File: src/rtl/bit_lpf_scheduler_pkg.sv
// Shared types and sizing helpers for the 1-bit low-pass filter scheduler.
package bit_lpf_scheduler_pkg;

  // Sweep sequencer states.
  typedef enum logic [1:0] {
    ST_IDLE = 2'd0,
    ST_RUN  = 2'd1,
    ST_DONE = 2'd2
  } state_t;

  // Default channel count and the matching channel-index width.
  localparam int CHANNELS_DEF = 8;

  // Width of the channel index: clog2 of the channel count, never below 1.
  function automatic int idx_width(input int channels);
    return (channels > 1) ? $clog2(channels) : 1;
  endfunction

  localparam int IDX_W_DEF = idx_width(CHANNELS_DEF);

endpackage

File: src/rtl/bit_lpf_scheduler_rate_tick_gen.sv
// Sweep-rate prescaler: a down-counter that issues a one-cycle tick every
// rateDiv+1 enabled cycles. rateDiv is only looked at when the counter reloads,
// so a change mid-count takes effect on the following period.
module rate_tick_gen #(
  parameter int DIV_BITS = 16
) (
  input  logic                clk,
  input  logic                rstN,
  input  logic                en,
  input  logic [DIV_BITS-1:0] rateDiv,
  output logic                tick
);

  logic [DIV_BITS-1:0] divCnt;

  // Resetting to zero makes the first enabled cycle after reset a tick.
  assign tick = en && (divCnt == '0);

  // Count down while enabled, reload on tick, hold while disabled.
  always_ff @(posedge clk or negedge rstN) begin
    if (!rstN) begin
      divCnt <= '0;
    end else if (tick) begin
      divCnt <= rateDiv;
    end else if (en) begin
      divCnt <= divCnt - 1'b1;
    end
  end

endmodule

File: src/rtl/bit_lpf_scheduler.sv
// Time-multiplexed bank of 1-bit low-pass filters. Each prescaler tick
// snapshots the channel inputs and enables, then one shared adder walks the
// channels one per cycle, and the accumulator MSBs are published together
// with a one-cycle done pulse once the last channel has been updated.
module bit_lpf_scheduler #(
  parameter int CHANNELS  = 8,
  parameter int FILT_BITS = 8,
  parameter int DIV_BITS  = 16
) (
  input  logic                clk,
  input  logic                rstN,
  input  logic                en,
  input  logic [DIV_BITS-1:0] rateDiv,
  input  logic [CHANNELS-1:0] chEn,
  input  logic [CHANNELS-1:0] dataIn,
  input  logic                clrOverrun,
  output logic [CHANNELS-1:0] dataOut,
  output logic                done,
  output logic                busy,
  output logic                overrun
);

  import bit_lpf_scheduler_pkg::*;

  localparam int                IDX_W    = idx_width(CHANNELS);
  localparam logic [IDX_W-1:0]  LAST_IDX = IDX_W'(CHANNELS - 1);

  state_t                state;
  state_t                state_nxt;
  logic                  tick;
  logic [IDX_W-1:0]      idx;
  logic [CHANNELS-1:0]   snap;
  logic [CHANNELS-1:0]   snapEn;
  logic [CHANNELS-1:0]   msb_q;
  logic [CHANNELS-1:0]   msb_nxt;
  logic [FILT_BITS-1:0]  acc [CHANNELS];
  logic [FILT_BITS-1:0]  acc_cur;
  logic [FILT_BITS-1:0]  acc_nxt;
  logic                  run_step;
  logic                  last_step;
  logic                  take_tick;
  logic                  drop_tick;

  rate_tick_gen #(
    .DIV_BITS (DIV_BITS)
  ) u_tick (
    .clk     (clk),
    .rstN    (rstN),
    .en      (en),
    .rateDiv (rateDiv),
    .tick    (tick)
  );

  // Sweep state register.
  always_ff @(posedge clk or negedge rstN) begin
    if (!rstN) begin
      state <= ST_IDLE;
    end else begin
      state <= state_nxt;
    end
  end

  // Next-state and per-state strobes; ticks outside IDLE are dropped.
  always_comb begin
    state_nxt = state;
    run_step  = 1'b0;
    last_step = 1'b0;
    take_tick = 1'b0;
    drop_tick = 1'b0;
    done      = 1'b0;
    busy      = 1'b0;
    unique case (state)
      ST_IDLE: begin
        if (tick) begin
          take_tick = 1'b1;
          state_nxt = ST_RUN;
        end
      end
      ST_RUN: begin
        busy      = 1'b1;
        run_step  = 1'b1;
        drop_tick = tick;
        if (idx == LAST_IDX) begin
          last_step = 1'b1;
          state_nxt = ST_DONE;
        end
      end
      ST_DONE: begin
        busy      = 1'b1;
        done      = 1'b1;
        drop_tick = tick;
        state_nxt = ST_IDLE;
      end
      default: begin
        state_nxt = ST_IDLE;
      end
    endcase
  end

  // Shared update: acc + x - y with x the snapped input and y the current
  // output bit. Wraps modulo 2^FILT_BITS, but the state is bounded by
  // 2^(FILT_BITS-1) so it never actually overflows.
  assign acc_cur = acc[idx];
  assign acc_nxt = acc_cur + FILT_BITS'(snap[idx]) - FILT_BITS'(acc_cur[FILT_BITS-1]);

  // MSB shadow with the current channel's fresh value merged in, so the
  // last channel's update is visible in the published vector.
  always_comb begin
    msb_nxt = msb_q;
    if (snapEn[idx]) begin
      msb_nxt[idx] = acc_nxt[FILT_BITS-1];
    end
  end

  // Snapshot of inputs/mask at tick, then channel index walk.
  always_ff @(posedge clk or negedge rstN) begin
    if (!rstN) begin
      idx    <= '0;
      snap   <= '0;
      snapEn <= '0;
    end else if (take_tick) begin
      idx    <= '0;
      snap   <= dataIn;
      snapEn <= chEn;
    end else if (run_step) begin
      idx <= last_step ? '0 : idx + 1'b1;
    end
  end

  // Accumulator array, one entry written per RUN cycle.
  always_ff @(posedge clk or negedge rstN) begin
    if (!rstN) begin
      for (int c = 0; c < CHANNELS; c++) begin
        acc[c] <= '0;
      end
    end else if (run_step && snapEn[idx]) begin
      acc[idx] <= acc_nxt;
    end
  end

  // Registered copy of every accumulator MSB, tracked as channels update.
  always_ff @(posedge clk or negedge rstN) begin
    if (!rstN) begin
      msb_q <= '0;
    end else if (run_step) begin
      msb_q <= msb_nxt;
    end
  end

  // Publish all filtered bits at once when the last channel is processed.
  always_ff @(posedge clk or negedge rstN) begin
    if (!rstN) begin
      dataOut <= '0;
    end else if (last_step) begin
      dataOut <= msb_nxt;
    end
  end

  // Sticky overrun: a dropped tick sets it and outranks a clear request.
  always_ff @(posedge clk or negedge rstN) begin
    if (!rstN) begin
      overrun <= 1'b0;
    end else if (drop_tick) begin
      overrun <= 1'b1;
    end else if (clrOverrun) begin
      overrun <= 1'b0;
    end
  end

endmodule

File: config.mk
export PLATFORM = sky130hd
export DESIGN_NAME = bit_lpf_scheduler
export DESIGN_NICKNAME = d
export VERILOG_FILES = /design/src/rtl/bit_lpf_scheduler_pkg.sv /design/src/rtl/bit_lpf_scheduler_rate_tick_gen.sv /design/src/rtl/bit_lpf_scheduler.sv
export SDC_FILE = /design/constraint.sdc
export NUM_CORES = 1
export LEC_CHECK = 0
export ABC_AREA = 1
export CAP_MARGIN = 20
export CORE_MARGIN = 10
export CORE_UTILIZATION = 59
export DETAILED_ROUTE_END_ITERATION = 8
export GPL_ROUTABILITY_DRIVEN = 0
export PLACE_DENSITY = 0.8
export SLEW_MARGIN = 20
export SYNTH_ARGS = -nofsm -noshare
export SYNTH_HDL_FRONTEND = slang
export SYNTH_HIERARCHICAL = 1
export SYNTH_SLANG_ARGS = --single-unit
export TNS_END_PERCENT = 5
File: constraint.sdc
create_clock -name clk -period 8.1 [get_ports clk]
set_input_delay 2.025 -clock clk [delete_from_list [all_inputs] [get_ports clk]]
set_output_delay 2.025 -clock clk [all_outputs]
set_load 0.005 [all_outputs]
==> qor.csv, run 1 <==
stage,metric,value,unit
outcome,run status,"complete, no violations",
setup_path,crit path kind,in2reg,
setup_path,CP arrival,5.13,ns
sta,f_max,212.1,MHz
synthesis,ranking of synthesized cells by area,"dfrtp_1 45%, nand2_1 14%, inv_1 7.1%, o21ai_0 4.6%, nand3_1 4.3%",
setup_path,"critical path fanouts, max",24,
final_layout,"most common cell after layout, fill and taps aside",nand2_1,
setup_path,Top Family by Delay on Critical Path,simple AND/OR/NAND/NOR gates,
sta,skew final,0.007304,ns
final_layout,share of layout cells above drive strength 1,0.1154,
setup_path,Startpoint Class,input port,
drt,drc violations,0,
global_route,global-route wire length before repair,27990,µm
sta,Period minus WS final,4.715,ns
pwr,worst vdd ir,0.2291,mV
global_route,Total GRT Usage,0.2146,
setup_path,R2R cell count,20,
drt,initial DRC count,611,
global_route,vias in the first global route,5803,
clock_tree,clk root buf,clkbuf_8,
drt,drt first pass iters,5,
setup_path,"slowest stage delay, CP",0.97,ns
sta,Final setup viols,0,
pwr,proportion of power drawn by the clock network,0.260,
synthesis,"area leader, netlist",dfrtp_1,
pwr,combinational power share,0.457,
final_layout,final std cells w/o fill,1024,
clock_tree,post_cts resized,0,
floorplanning,Core ar.,10790,µm²
floorplanning,die width,124.9,µm
final_layout,Layout area overhead,17.43,%
setup_path,slowest CP cell,clkdlybuf4s50_1,
setup_path,CP Cell Sequence,clkdlybuf4s50_1 > nand2_1 > inv_1 > nand2_2 > nor2_4 > nand3_2 > inv_1 > nand2_1 > mux2_2,
floorplanning,row cnt,38,
placement,hpwl dp,11630,µm
drt,DRT antenna net count,0,
pwr,leakage,3.835,nW
synthesis,cells after synthesis,824,
clock_tree,CTS Buf Count,17,
sta,Worst Tran Pin Value,0.9307,ns
sta,Final Hold Vio Count,0,
clock_tree,CTS Hold Bufs,0,
setup_path,crit path capture type,flop,
worst_hold_path,Min-Delay Path Class,reg2reg,
sta,Slew HR,0.3780,
setup_path,Buf/Inv on CP,3,
clock_tree,Clock Latency Late Sink,0.53,ns
placement,Buffers on Ports,46,
drt,Via density,5.636,
pwr,Net Switching,1.363,mW
flow_run,maxcap violations,0,
final_layout,Layout Nets,924,
synthesis,Avg Inst Size Synth,7.882,µm²
placement,Inst Count DP,992,
floorplanning,IO Count,47,
synthesis,Yosys warning total,6,
synthesis,Mapped Area,6495,µm²
clock_tree,CTS Buffer Depth,2,
worst_hold_path,Worst Hold Depth,2,
setup_path,required time worst endpoint,8.51,ns
sta,Pins Over Slew Limit,0,
drt,drt wl/cell,16.23,µm
clock_tree,TritonCTS clock tree,done,
sta,setup TNS,0,ns
floorplanning,initial core utilization,0.6018,
global_route,total gr overflow,0,
clock_tree,H-tree levels,4,
clock_tree,clock tree sinks,118,
synthesis,sequential area share after synthesis,0.4546,
sta,final hold slack,0.4735,ns
synthesis,top-area cell type share of the netlist area,0.4546,
synthesis,"FF+latch count, synth",118,
drt,via count,5771,
synthesis,total nets after synthesis,877,
drt,Routed WL,16620,µm
pwr,PwrDens,393.2,nW/µm²
clock_tree,Post-CTS Setup Repair Bufs,0,
final_layout,most frequent cells in the layout,"238 x nand2_1, 123 x inv_1, 118 x dfrtp_1",
pwr,Switching Share,0.4546,
final_layout,Ant. Diodes,0,
sta,final worst path period share,0.5821,
synthesis,Unique masters post-synth,38,
global_route,pin count of the biggest net entering global routing,89,
pwr,sequential cell fraction of total power,0.283,
floorplanning,Die H,124.9,µm
pwr,total internal power,1.635,mW
final_layout,Fillers,828,
sta,RSZ-0062 raised after global routing,false,
setup_path,Crit path depth,9,
floorplanning,die area,15610,µm²
clock_tree,clock-pin slew on the worst setup and hold paths,0.06,ns
global_route,initial antenna violation count,0,
[metal layers]
layer  global-route usage  up-vias  routed length [µm]  share of wire
li1                     -     2722                   -              -
met1               0.2712     2778                7035           0.42
met2               0.3452      241                8068           0.49
met3              0.05787       30                1192          0.072
met4              0.07995        0                 325          0.020
met5                    0        -                   0              0
[path summary, 6_finish.rpt]
check / startpoint / to / slack [ns]
worst max-delay path: en / snapEn[3] / 3.39
worst min-delay path: acc[26] / acc[26] / 0.47
worst max register to register: idx[0] / acc[38] / 4.21
worst min register to register: acc[26] / acc[26] / 0.47
max in group asynchronous: rstN / acc[36] / 5.55
min in group asynchronous: rstN / acc[6] / 1.43
[tightest hold or removal path, stage by stage (launching register included)]
cell     delay [ns]
dfrtp_1        0.34
nand2_1        0.05
nand2_1        0.05
[power by group through the flow]
stage               sequential (mW)  combinational, mW  clock, mW
finish                        0.849               1.37      0.779
global placement              0.845               1.28          0
detailed placement            0.852               1.33          0
global route                  0.864               1.54      0.807
floorplan                     0.818               1.03          0
CTS                           0.845               1.34      0.781
[flip-flops by register name (all words and copies together) (netlist names)]
register / cells
snapEn: 8
dataOut: 8
acc: 64
state: 2
msb_q: 8
overrun: 1
idx: 3
u_tick/divCnt: 16
snap: 8
[cell usage after synthesis (all sizes together)]
cell type	number
clkinv	1
o2111ai	1
xnor2	2
o211ai	1
xor2	3
inv	142
nor2	53
o22ai	7
a22oi	1
o22a	1
clkbuf	4
o21bai	2
nand3b	4
or2	3
nand3	67
o21ai	82
fa	1
ha	16
buf	15
nand4	19
a22o	3
nand2	242
mux2	13
dfrtp	118
a21oi	16
o2111a	2
a221oi	5
[layout make-up]
type | instances | area, µm² | area share
clock buffer | 22 | 473.0 | 0.06201
timing repair buffer | 47 | 469.2 | 0.06152
multi-input combinational | 544 | 2875 | 0.3770
tap | 140 | 175.2 | 0.02297
sequential | 118 | 2953 | 0.3871
clock inverter | 10 | 145.1 | 0.01903
inverter | 143 | 536.8 | 0.07037
[cell families after synthesis]
kind of cell,count (synthesis),share of synthesized area
DFF,118,0.4546
buffers and inverters,162,0.1027
AOI/OAI and AO/OA,121,0.1038
and+or+nand+nor,388,0.2757
xor gates and xnor gates,5,0.006744
muxes,13,0.02254
adders and majority gates,17,0.03390
[metrics by stage]
step                      total power [mW]  worst slack [ns]  instance area [µm²]  utilization
after floorplan                      1.844             4.645                 6495            -
after global placement               2.130             3.040                 7005       0.6491
after detailed placement             2.184             2.909                 7005       0.6491
after CTS                            2.969             3.433                 7624       0.7064
after global routing                 3.216             3.118                 7627       0.7067
final                                2.999             3.385                 7627       0.7067
No activity file was read; power rests on OpenSTA's default activity.
==> inputs of run 2 (changes only) <==
Clock period 8.1 ns to 4.7 ns, I/O delays scaled along.
==> run 2 against run 1 <==
Total power increased by 71%. Cell count about the same. Global-route usage decreased by 0.92 points. Utilization decreased by 0.27 points. Via count decreased by 1.9%. Clock skew decreased by 0.00054 ns. Register-to-register slack got worse by 3.4 ns. Final area decreased by 0.38%. First-iteration DRC count decreased by 13%. Sequential power increased by 72%. Critical path type is now reg2reg. Critical endpoint is now acc[54].
==> qor.csv, run 2 (synthesis gave the netlist of run 1 again) <==
stage,metric,value,unit
outcome,run status,"complete, no violations",
clock_tree,TritonCTS clock tree,done,
global_route,initial antenna violation count,0,
clock_tree,clock-pin slew on the worst setup and hold paths,0.06,ns
setup_path,Startpoint Class,flop,
final_layout,Reg with most FFs,acc,
floorplanning,die width,124.9,µm
clock_tree,clock tree sinks,118,
sta,Final Hold Vio Count,0,
drt,Via density,5.522,
final_layout,multi-input logic area,2875,µm²
drt,DR WL met3,878,µm
final_layout,Ant. Diodes,0,
sta,setup TNS,0,ns
drt,drt first pass iters,5,
final_layout,Layout area overhead,16.99,%
floorplanning,Core ar.,10790,µm²
drt,Max Used Layer,met4,
final_layout,most frequent cells in the layout,"238 x nand2_1, 123 x inv_1, 118 x dfrtp_1",
setup_path,CP Cell Sequence,inv_2 > nand2_1 > o21ai_0 > a221oi_1 > nand2_1 > inv_1 > ha_1 > inv_1 > ha_1 > inv_1 > fa_1 > nand3b_1 > nand2_1 > nand2_1 > nand2_1 > nand2_1 > nand3b_1 > nand3_1 > o21ai_0,
pwr,leakage,3.836,nW
final_layout,final std cells w/o fill,1025,
sta,final hold slack,0.4817,ns
floorplanning,die area,15610,µm²
drt,DR WL met2,7790,µm
drt,drt wl/cell,15.65,µm
setup_path,"slowest stage delay, CP",0.54,ns
final_layout,share of layout cells above drive strength 1,0.1130,
clock_tree,CTS Buffer Depth,2,
setup_path,Top Family by Delay on Critical Path,simple AND/OR/NAND/NOR gates,
worst_hold_path,HP Start,acc[8],
sta,Final setup viols,0,
clock_tree,Post-CTS Setup Repair Bufs,0,
global_route,total gr overflow,0,
final_layout,sequential cell area,2953,µm²
setup_path,crit path launch,idx[0],
clock_tree,CTS Buf Count,17,
setup_path,crit path capture type,flop,
drt,Routed WL,16040,µm
setup_path,Reg2Reg Launch Point,idx[0],
final_layout,Fillers,847,
sta,final worst path period share,0.8296,
global_route,Total GRT Usage,0.2054,
final_layout,Largest register FFs,64,
final_layout,Layout Nets,925,
setup_path,slowest CP cell,dfrtp_1,
sta,RSZ-0062 raised after global routing,false,
floorplanning,IO Count,47,
clock_tree,CTS Hold Bufs,0,
global_route,pin count of the biggest net entering global routing,94,
clock_tree,post_cts resized,0,
setup_path,"critical path fanouts, max",15,
pwr,Power Total,5.115,mW
clock_tree,H-tree levels,4,
global_route,global-route wire length before repair,26780,µm
floorplanning,initial core utilization,0.6018,
setup_path,most frequent CP cell,nand2_1,
clock_tree,Clock Latency Late Sink,0.52,ns
placement,Buffers on Ports,46,
setup_path,CP arrival,4.33,ns
drt,routed length on met1,6932,µm
final_layout,largest registers,"acc x64, u_tick/divCnt x16",
sta,Slew HR,0.3932,
setup_path,Buf/Inv on CP,4,
worst_hold_path,Min-Delay Path Class,reg2reg,
global_route,vias in the first global route,5438,
sta,skew final,0.006768,ns
pwr,PwrDens,673.2,nW/µm²
placement,hpwl dp,11380,µm
drt,initial DRC count,534,
setup_path,required time worst endpoint,5.13,ns
pwr,worst vdd ir,0.3989,mV
setup_path,crit path kind,reg2reg,
sta,Period minus WS final,3.899,ns
placement,Inst Count DP,993,
floorplanning,Die H,124.9,µm
flow_run,maxcap violations,0,
sta,Pins Over Slew Limit,0,
drt,via count,5660,
clock_tree,clk root buf,clkbuf_8,
floorplanning,row cnt,38,
sta,f_max,256.5,MHz
drt,drc violations,0,
final_layout,"most common cell after layout, fill and taps aside",nand2_1,
drt,DRT antenna net count,0,
sta,Worst Tran Pin Value,0.9079,ns
==> run 2: cell types whose count changed in the layout (fill, tap and decap cells not counted) <==
cell and change:
buf_4 +1, clkbuf_1 +3, clkbuf_8 -2, clkinv_2 +4, clkinv_4 -2, clkinvlp_4 -3
==> run 2: report_power, final <==
part           switching [mW]  leakage (nW)  internal (mW)
Clock                   0.442         0.282          0.831
Combinational            1.70          1.95          0.685
Sequential              0.189          1.60           1.27
==> run 2: worst register-to-register path, cell delays in order, from the launching register on <==
cell,delay [ns]
dfrtp_1,0.54
inv_2,0.31
nand2_1,0.27
o21ai_0,0.46
a221oi_1,0.10
nand2_1,0.11
inv_1,0.04
ha_1,0.26
inv_1,0.06
ha_1,0.17
inv_1,0.06
fa_1,0.41
nand3b_1,0.19
nand2_1,0.09
nand2_1,0.07
nand2_1,0.08
nand2_1,0.07
nand3b_1,0.31
nand3_1,0.12
o21ai_0,0.10
==> run 2: final cells by class <==
cell class                      instances  share of cell area
Sequential cell                       118              0.3886
Multi-Input combinational cell        544              0.3784
Clock buffer                           23             0.06010
Tap cell                              140             0.02305
Clock inverter                          9             0.01647
Inverter                              143             0.07064
Timing Repair Buffer                   48             0.06274
==> run 2: per-stage QoR <==
stage / worst slack, ns / instance area [µm²] / utilization
global placement: 0.7976 / 7013 / 0.6498
floorplan: 1.870 / 6495 / -
global route: 0.5680 / 7599 / 0.7040
detailed placement: 0.7182 / 7017 / 0.6501
CTS: 0.8988 / 7599 / 0.7040
finish: 0.8007 / 7599 / 0.7040
==> run 2: routing by layer <==
layer / GRT usage / up-vias
li1: - / 2719
met1: 0.2603 / 2702
met2: 0.3341 / 206
met3: 0.04426 / 33
met4: 0.08401 / 0
met5: 0 / -
==> run 2: final timing paths <==
path | to | slack [ns] | cells after the start
worst max-delay path | acc[54] | 0.80 | 19
worst min-delay path | acc[8] | 0.48 | 2
worst max register to register | acc[54] | 0.80 | 19
worst min register to register | acc[8] | 0.48 | 2
max in group asynchronous | msb_q[0] | 3.16 | 2
min in group asynchronous | state[1] | 0.71 | 1
